--- config.mk ---
export PLATFORM = sky130hd
export DESIGN_NAME = keypad_scan_flat
export DESIGN_NICKNAME = d
export VERILOG_FILES = /design/src/rtl/keypad_pkg.sv /design/src/rtl/keypad_scan_if.sv /design/src/rtl/keypad_col_seq.sv /design/src/rtl/keypad_scan.sv /design/src/flat_wrapper.sv
export SDC_FILE = /design/constraint.sdc
export NUM_CORES = 1
export LEC_CHECK = 0
export ABC_AREA = 1
export BUFFER_PORTS_ARGS = -buffer_cell sky130_fd_sc_hd__buf_2
export CORE_MARGIN = 3
export CORE_UTILIZATION = 40
export CTS_CLUSTER_SIZE = 12
export DETAILED_ROUTE_END_ITERATION = 10
export SYNTH_ARGS = -nofsm -noshare
export SYNTH_HDL_FRONTEND = slang
export SYNTH_SLANG_ARGS = --single-unit
--- constraint.sdc ---
create_clock -name clk -period 10.3 [get_ports clk]
set_clock_uncertainty 0.15 [all_clocks]
set_input_delay 2.575 -clock clk [delete_from_list [all_inputs] [get_ports clk]]
set_output_delay 2.575 -clock clk [all_outputs]
set_load 0.005 [all_outputs]
--- src/rtl/keypad_pkg.sv ---
// Shared definitions for the 4x4 hex keypad scanner.
// Holds the one-hot-low column drive constants, the key FSM state encoding and
// the row/column to hex key-code map.
package keypad_pkg;

  // Column drive patterns, in scan order.
  localparam logic [3:0] ColN0 = 4'b1110;
  localparam logic [3:0] ColN1 = 4'b1101;
  localparam logic [3:0] ColN2 = 4'b1011;
  localparam logic [3:0] ColN3 = 4'b0111;

  typedef enum logic [1:0] {
    StIdle     = 2'd0,
    StDebounce = 2'd1,
    StPressed  = 2'd2
  } key_state_e;

  // Keypad layout:
  //   r0: 1 2 3 A | r1: 4 5 6 B | r2: 7 8 9 C | r3: E 0 F D
  function automatic logic [3:0] key_map(input logic [1:0] row, input logic [1:0] col);
    logic [3:0] code;
    unique case ({row, col})
      4'b00_00: code = 4'h1;
      4'b00_01: code = 4'h2;
      4'b00_10: code = 4'h3;
      4'b00_11: code = 4'hA;
      4'b01_00: code = 4'h4;
      4'b01_01: code = 4'h5;
      4'b01_10: code = 4'h6;
      4'b01_11: code = 4'hB;
      4'b10_00: code = 4'h7;
      4'b10_01: code = 4'h8;
      4'b10_10: code = 4'h9;
      4'b10_11: code = 4'hC;
      4'b11_00: code = 4'hE;
      4'b11_01: code = 4'h0;
      4'b11_10: code = 4'hF;
      4'b11_11: code = 4'hD;
      default:  code = 4'h0;
    endcase
    return code;
  endfunction

endpackage

--- src/rtl/keypad_scan_if.sv ---
// Key-event bus between the keypad scanner and its consumer (display logic).
//   key_code  : hex code of the last accepted key
//   key_valid : 1-cycle pulse per accepted key (and per auto-repeat, if enabled)
//   key_held  : high while the accepted key stays pressed
//   entry     : last four digits, newest in [3:0]
//   entry_clr : synchronous clear of entry, driven by the consumer
interface keypad_scan_if;
  logic [3:0]  key_code;
  logic        key_valid;
  logic        key_held;
  logic [15:0] entry;
  logic        entry_clr;

  modport master (
    output key_code,
    output key_valid,
    output key_held,
    output entry,
    input  entry_clr
  );

  modport slave (
    input  key_code,
    input  key_valid,
    input  key_held,
    input  entry,
    output entry_clr
  );
endinterface

--- src/rtl/keypad_col_seq.sv ---
// Column sequencer for the keypad scanner.
// Divides clk by SCAN_DIV into a column-step tick, rotates the active-low column
// drive 1110 -> 1101 -> 1011 -> 0111 on each tick, and flags the tick that ends a pass.
// Ports:
//   clk_i, reset_i : clock, synchronous active-high reset
//   col_n_o        : column drive, exactly one bit low
//   col_idx_o      : index of the currently driven column
//   tick_o         : terminal count of the divider (sample the current column)
//   pass_end_o     : tick on the last column of a pass
module keypad_col_seq
  import keypad_pkg::*;
#(
  parameter int unsigned SCAN_DIV = 10000
) (
  input  logic       clk_i,
  input  logic       reset_i,
  output logic [3:0] col_n_o,
  output logic [1:0] col_idx_o,
  output logic       tick_o,
  output logic       pass_end_o
);

  localparam int unsigned DivW = (SCAN_DIV > 1) ? $clog2(SCAN_DIV) : 1;
  localparam logic [DivW-1:0] DivLast = DivW'(SCAN_DIV - 1);

  logic [DivW-1:0] div_q, div_d;
  logic [3:0]      col_n_q, col_n_d;

  always_comb begin
    tick_o  = (div_q == DivLast);
    div_d   = tick_o ? '0 : div_q + DivW'(1);
    col_n_d = tick_o ? {col_n_q[2:0], col_n_q[3]} : col_n_q;
  end

  always_comb begin
    unique case (col_n_q)
      ColN0:   col_idx_o = 2'd0;
      ColN1:   col_idx_o = 2'd1;
      ColN2:   col_idx_o = 2'd2;
      ColN3:   col_idx_o = 2'd3;
      default: col_idx_o = 2'd0;
    endcase
  end

  assign pass_end_o = tick_o && (col_n_q == ColN3);
  assign col_n_o    = col_n_q;

  always_ff @(posedge clk_i) begin
    if (reset_i) begin
      div_q   <= '0;
      col_n_q <= ColN0;
    end else begin
      div_q   <= div_d;
      col_n_q <= col_n_d;
    end
  end

endmodule

--- src/rtl/keypad_scan.sv ---
// 4x4 hex keypad scanner with debounce, multi-key rejection and a 4-digit entry register.
// Ports:
//   clk, reset : clock, synchronous active-high reset
//   row_n      : keypad rows, active-low, asynchronous
//   col_n      : column drive, one bit low at a time
//   bus        : key event bus (key_code, key_valid, key_held, entry, entry_clr)
// Optional feature: define KEYPAD_AUTOREPEAT_EN to re-issue the held key every
// REPEAT_SCANS passes; without it no repeat logic exists.
module keypad_scan
  import keypad_pkg::*;
#(
  parameter int unsigned SCAN_DIV       = 10000,
  parameter int unsigned DEBOUNCE_SCANS = 4,
  parameter int unsigned REPEAT_SCANS   = 64
) (
  input  logic          clk,
  input  logic          reset,
  input  logic [3:0]    row_n,
  output logic [3:0]    col_n,
  keypad_scan_if.master bus
);

  if (DEBOUNCE_SCANS < 1) begin : g_bad_debounce
    $error("DEBOUNCE_SCANS must be at least 1");
  end
  if (REPEAT_SCANS < 1) begin : g_bad_repeat
    $error("REPEAT_SCANS must be at least 1");
  end

  localparam int unsigned CntW = $clog2(DEBOUNCE_SCANS + 1);
  localparam logic [CntW-1:0] DebMax = CntW'(DEBOUNCE_SCANS);

  logic [1:0] col_idx;
  logic       tick, pass_end;

  keypad_col_seq #(
    .SCAN_DIV (SCAN_DIV)
  ) u_col_seq (
    .clk_i      (clk),
    .reset_i    (reset),
    .col_n_o    (col_n),
    .col_idx_o  (col_idx),
    .tick_o     (tick),
    .pass_end_o (pass_end)
  );

  logic [3:0]      row_s1_q, row_s2_q;
  // keys_q[c][r] = key at column c, row r seen pressed in this pass.
  logic [3:0][3:0] keys_q, keys_now;
  logic [4:0]      n_down;
  logic [3:0]      hit_code;
  logic            single, none;

  key_state_e    state_q;
  logic [3:0]    cand_q;
  logic [CntW-1:0] cnt_q, rel_cnt_q;
  logic          key_valid_q, key_held_q;
  logic [3:0]    key_code_q;
  logic [15:0]   entry_q;
`ifdef KEYPAD_AUTOREPEAT_EN
  localparam int unsigned RepW = $clog2(REPEAT_SCANS + 1);
  localparam logic [RepW-1:0] RepLast = RepW'(REPEAT_SCANS - 1);
  logic [RepW-1:0] rep_cnt_q;
`endif

  // The current column's sample is merged in so the pass-end tick evaluates a full pass.
  always_comb begin
    keys_now          = keys_q;
    keys_now[col_idx] = ~row_s2_q;
    n_down            = '0;
    hit_code          = '0;
    for (int c = 0; c < 4; c++) begin
      for (int r = 0; r < 4; r++) begin
        if (keys_now[c][r]) begin
          n_down   = n_down + 5'd1;
          hit_code = key_map(2'(r), 2'(c));
        end
      end
    end
    single = (n_down == 5'd1);
    none   = (n_down == 5'd0);
  end

  always_ff @(posedge clk) begin
    if (reset) begin
      row_s1_q    <= 4'hF;
      row_s2_q    <= 4'hF;
      keys_q      <= '0;
      state_q     <= StIdle;
      cand_q      <= '0;
      cnt_q       <= '0;
      rel_cnt_q   <= '0;
      key_valid_q <= 1'b0;
      key_held_q  <= 1'b0;
      key_code_q  <= '0;
      entry_q     <= '0;
`ifdef KEYPAD_AUTOREPEAT_EN
      rep_cnt_q   <= '0;
`endif
    end else begin
      row_s1_q    <= row_n;
      row_s2_q    <= row_s1_q;
      key_valid_q <= 1'b0;
      if (tick) keys_q <= keys_now;

      if (pass_end) begin
        unique case (state_q)
          StIdle: begin
            if (single) begin
              cand_q <= hit_code;
              if (DEBOUNCE_SCANS <= 1) begin
                state_q     <= StPressed;
                key_held_q  <= 1'b1;
                rel_cnt_q   <= '0;
                key_valid_q <= 1'b1;
                key_code_q  <= hit_code;
                entry_q     <= {entry_q[11:0], hit_code};
              end else begin
                state_q <= StDebounce;
                cnt_q   <= CntW'(1);
              end
            end
          end

          StDebounce: begin
            if (single && (hit_code == cand_q)) begin
              cnt_q <= cnt_q + CntW'(1);
              if (cnt_q + CntW'(1) == DebMax) begin
                state_q     <= StPressed;
                key_held_q  <= 1'b1;
                rel_cnt_q   <= '0;
                key_valid_q <= 1'b1;
                key_code_q  <= hit_code;
                entry_q     <= {entry_q[11:0], hit_code};
              end
            end else begin
              state_q <= StIdle;
              cnt_q   <= '0;
            end
          end

          StPressed: begin
            // Other keys and multi-presses are ignored here; only a clean release counts.
            if (none) begin
              if (rel_cnt_q + CntW'(1) == DebMax) begin
                state_q    <= StIdle;
                key_held_q <= 1'b0;
                rel_cnt_q  <= '0;
                cnt_q      <= '0;
              end else begin
                rel_cnt_q <= rel_cnt_q + CntW'(1);
              end
            end else begin
              rel_cnt_q <= '0;
            end
`ifdef KEYPAD_AUTOREPEAT_EN
            if (single && (hit_code == cand_q)) begin
              if (rep_cnt_q == RepLast) begin
                rep_cnt_q   <= '0;
                key_valid_q <= 1'b1;
                key_code_q  <= cand_q;
                entry_q     <= {entry_q[11:0], cand_q};
              end else begin
                rep_cnt_q <= rep_cnt_q + RepW'(1);
              end
            end else begin
              rep_cnt_q <= '0;
            end
`endif
          end

          default: state_q <= StIdle;
        endcase
      end

`ifdef KEYPAD_AUTOREPEAT_EN
      // Holding at zero outside PRESSED means the count starts fresh on every acceptance.
      if (state_q != StPressed) rep_cnt_q <= '0;
`endif
      // Last assignment wins: a clear coinciding with acceptance drops the digit.
      if (bus.entry_clr) entry_q <= '0;
    end
  end

  assign bus.key_code  = key_code_q;
  assign bus.key_valid = key_valid_q;
  assign bus.key_held  = key_held_q;
  assign bus.entry     = entry_q;

endmodule

--- src/flat_wrapper.sv ---
// flat-port wrapper written by rule: the top's interface ports become plain ports
module keypad_scan_flat import keypad_pkg::*;
#(
  parameter int unsigned SCAN_DIV       = 10000,
  parameter int unsigned DEBOUNCE_SCANS = 4,
  parameter int unsigned REPEAT_SCANS   = 64
)
  (clk, reset, row_n, col_n, bus_key_code, bus_key_valid, bus_key_held, bus_entry, bus_entry_clr);
  keypad_scan_if bus_i ();
  input  logic clk;
  input  logic reset;
  input  logic [3:0] row_n;
  output logic [3:0] col_n;
  output wire logic [$bits(bus_i.key_code)-1:0] bus_key_code;
  output wire logic [$bits(bus_i.key_valid)-1:0] bus_key_valid;
  output wire logic [$bits(bus_i.key_held)-1:0] bus_key_held;
  output wire logic [$bits(bus_i.entry)-1:0] bus_entry;
  input wire logic [$bits(bus_i.entry_clr)-1:0] bus_entry_clr;
  assign bus_key_code = bus_i.key_code;
  assign bus_key_valid = bus_i.key_valid;
  assign bus_key_held = bus_i.key_held;
  assign bus_entry = bus_i.entry;
  assign bus_i.entry_clr = bus_entry_clr;
  keypad_scan #(.SCAN_DIV(SCAN_DIV), .DEBOUNCE_SCANS(DEBOUNCE_SCANS), .REPEAT_SCANS(REPEAT_SCANS)) u_core (.clk(clk), .reset(reset), .row_n(row_n), .col_n(col_n), .bus(bus_i));
endmodule
==> flow_summary.json <==
{
  "synth_cell_types": 43,
  "yosysSeqAreaShare_pct": 29.5,
  "hp-class": "reg2reg",
  "syn_inst": 813,
  "crit_path_top_delay_cell": "dfxtp_2",
  "timing.critical_path.arrival_ps": 9490,
  "grt_pass1_wl_mm": 18.7,
  "io_buffer_count": 32,
  "r2r_cells": 58,
  "cp_common_cell": "nand2_1",
  "grt_use_total_pct": 15.2,
  "maxSlewViolCount": 0,
  "seq_area_mm2": 0.00153,
  "final_nets": 879,
  "fillCellCount": 1298,
  "die_w_um": 120,
  "multi_input_area_mm2": 0.00310,
  "cp_max_fo": 17,
  "cp_data_required_time_ps": 10380,
  "crit_buf_inv": 6,
  "synth_edf_count": 0,
  "start_util_pct": 42.0,
  "synth_seq_cells": 76,
  "num_io_pins": 33,
  "clk_path_buf_depth": 2,
  "dp_hpwl_mm": 7.99,
  "syn_area_mm2": 0.00516,
  "fp.dieH_um": 120,
  "grt_pass1_vias": 4272,
  "route.detailed.drc": 0,
  "core_mm2": 0.0123,
  "grt_max_degree": 34,
  "ys.flop_type": "dfxtp_1",
  "avgViaCountPerCell": 4.63,
  "antenna_found_initial": 0,
  "clock_sinks": 76,
  "firstDrtPassIters": 4,
  "numCtsBuffers": 9,
  "synthToLayoutAreaGrowth_pct": 14.0,
  "placed_cell_area_mm2": 0.00548,
  "postCtsHoldBufs": 0,
  "clk_pin_slew_ps": 70,
  "grt-ovfl-total": 0,
  "setup_viol": 0,
  "hold_depth": 1,
  "hold_viol_final": 0,
  "start_kind": "flip-flop",
  "cts_tree": "built",
  "cp_slowest_stage_delay_ps": 390,
  "async_flop_share_pct": 0,
  "power.density_mw_per_mm2": 114,
  "crit_family": "simple AND/OR/NAND/NOR gates",
  "dr_total_vias": 4726,
  "diodes": 0,
  "fmax_ghz": 0.106,
  "path_depth": 58,
  "outcome": "finished, final reports clean",
  "rows": 40,
  "worst_pin_slew_ps": 811,
  "slew_headroom_pct": 45.7,
  "cts-root-buf": "clkbuf_16",
  "insertion_delay_ps": 340,
  "drt_iter0_markers": 236,
  "syn_nets": 844,
  "synth_warnings": 0,
  "cp-end-kind": "flip-flop",
  "htreeDepth": 3,
  "dieArea_mm2": 0.0143,
  "critPathKind": "reg2reg",
  "routed_wl_mm": 10.7,
  "ant_nets": 0,
  "maxCapViolCount": 0,
  "hold-worst-slack_ps": 258,
  "synth.avg_cell_area_um2": 6.35,
  "gp_congestion": 0.845,
  "p_leak_nw": 3.22,
  "period_needed_ps": 9410,
  "max-vdd-ir-drop_mv": 0.125,
  "drive_above_1_share_pct": 14.5,
  "wl_per_cell_um": 10.5,
  "post-route-period-util_pct": 91.4,
  "design_area_mm2": 0.00589
}
==> path summary, 6_finish.rpt <==
kind / from / to / slack, ps
setup reg to reg: u_core.u_col_seq.col_n_o[2] / u_core.bus.entry[5] / 890
hold / removal: u_core.row_s1_q[1] / u_core.row_s2_q[1] / 260
setup / recovery: u_core.u_col_seq.col_n_o[2] / u_core.bus.entry[5] / 890
hold reg to reg: u_core.row_s1_q[1] / u_core.row_s2_q[1] / 260
==> layout by cell type, fill, tap and decap left out, types with 2 or more instances in the layout <==
| master | n |
|---|---|
| nand4_1 | 12 |
| nor3_1 | 12 |
| nand3_1 | 73 |
| buf_2 | 32 |
| nand2_1 | 214 |
| o21ai_0 | 15 |
| xnor2_1 | 6 |
| inv_6 | 2 |
| inv_1 | 141 |
| buf_4 | 3 |
| a22oi_1 | 3 |
| inv_2 | 5 |
| dfxtp_2 | 3 |
| dfxtp_1 | 73 |
| nand2_2 | 17 |
| clkinv_4 | 2 |
| nand2_8 | 3 |
| clkinv_2 | 2 |
| or2_2 | 13 |
| o21ai_1 | 8 |
| clkbuf_16 | 9 |
| nand3b_1 | 7 |
| a21oi_1 | 23 |
| nor3b_1 | 5 |
| ha_1 | 23 |
| o22ai_1 | 18 |
| a31oi_1 | 2 |
| xor2_1 | 4 |
| o21ai_2 | 4 |
| nand2_4 | 4 |
| clkinv_1 | 3 |
| nand3_2 | 10 |
| nor2_2 | 4 |
| nor4_1 | 2 |
| nor2_4 | 3 |
| nor2_1 | 79 |
==> worst reg2reg max path: cells and delay by family (launching register included) <==
family          cells  cell delay (ps)
compound gates      4              460
flops               1              390
simple gates       34             4080
buf+inv             6              490
fa+ha+maj          14             3730
==> layer usage <==
layer / GRT usage [%] / vias up / share of wire, % / routed length, um
li1: - / 2650 / - / -
met1: 21.0 / 2018 / 54 / 5740
met2: 23.7 / 46 / 42 / 4510
met3: 2.83 / 12 / 2.5 / 267
met4: 5.23 / 0 / 1.6 / 172
met5: 0 / - / 0 / 0
==> timing repair <==
item                       4_1_cts  5_1_grt
gates resized for setup          0       17
setup endpoints to repair        0       34
buffers inserted                 0        2
==> cell type report <==
class	instances	share of cell area (%)
Inverter	150	9.65
Tap cell	168	3.57
Multi-Input combinational cell	576	52.7
Sequential cell	76	25.9
Clock inverter	7	1.25
Timing Repair Buffer	35	3.10
Clock buffer	9	3.83
==> cells by family (layout without fill, tap and decap cells) <==
kind of cell | after synthesis | after routing | share of synthesized area (%)
AOI/OAI and AO/OA | 80 | 80 | 9.23
xor gates and xnor gates | 10 | 10 | 1.70
buffers and inverters | 162 | 201 | 12.2
adders and majority gates | 24 | 24 | 5.81
and+or+nand+nor | 461 | 462 | 41.6
DFF | 76 | 76 | 29.5
==> per-stage QoR <==
step	setup WS, ps	power (mW)	instances	TNS [ps]	utilization [%]
4_1_cts	553	0.676	1018	0	46.9
3_3_place_gp	752	0.359	1002	0	44.5
6_report	890	0.669	1021	0	47.8
3_5_place_dp	603	0.359	1002	0	44.5
5_1_grt	-4.50	0.698	1021	-4.50	47.8
2_1_floorplan	1270	0.348	813	0	-
==> power by group <==
group	internal, mW	switching, mW	leakage (nW)
sequential	0.296	0.00121	0.614
combinational	0.0195	0.0361	2.46
clock	0.189	0.127	0.146
==> cell usage after synthesis, types with 4 or more instances <==
cell type	n	area share [%]
nand3b_1	7	1.0
or2_2	13	1.6
nor2_1	80	5.8
nand2_2	17	2.1
buf_2	4	0.39
inv_1	141	10
inv_2	5	0.36
nor3_1	12	1.2
o22ai_1	18	2.2
ha_1	24	5.8
nand2_1	215	16
a21oi_1	23	2.2
o21ai_1	9	0.87
dfxtp_1	76	29
nand3_2	9	1.7
clkbuf_1	6	0.44
xor2_1	4	0.68
nand2_4	5	1.1
nor3b_1	5	0.73
nand4_1	12	1.5
o21ai_0	15	1.5
nand3_1	74	7.2
nor2_2	5	0.61
xnor2_1	6	1.0
==> state kept, by name (all words and copies together), names as in the netlist <==
register                  flops
u_core.cand_q                 4
u_core.bus.entry             16
u_core.rel_cnt_q              3
u_core.row_s2_q               4
u_core.bus.key_held           1
u_core.keys_q                16
u_core.row_s1_q               4
u_core.bus.key_code           4
u_core.cnt_q                  3
u_core.u_col_seq.col_n_o      4
u_core.state_q                2
u_core.bus.key_valid          1
u_core.u_col_seq.div_q       14
Note: power is estimated with default switching activity, not from simulation.
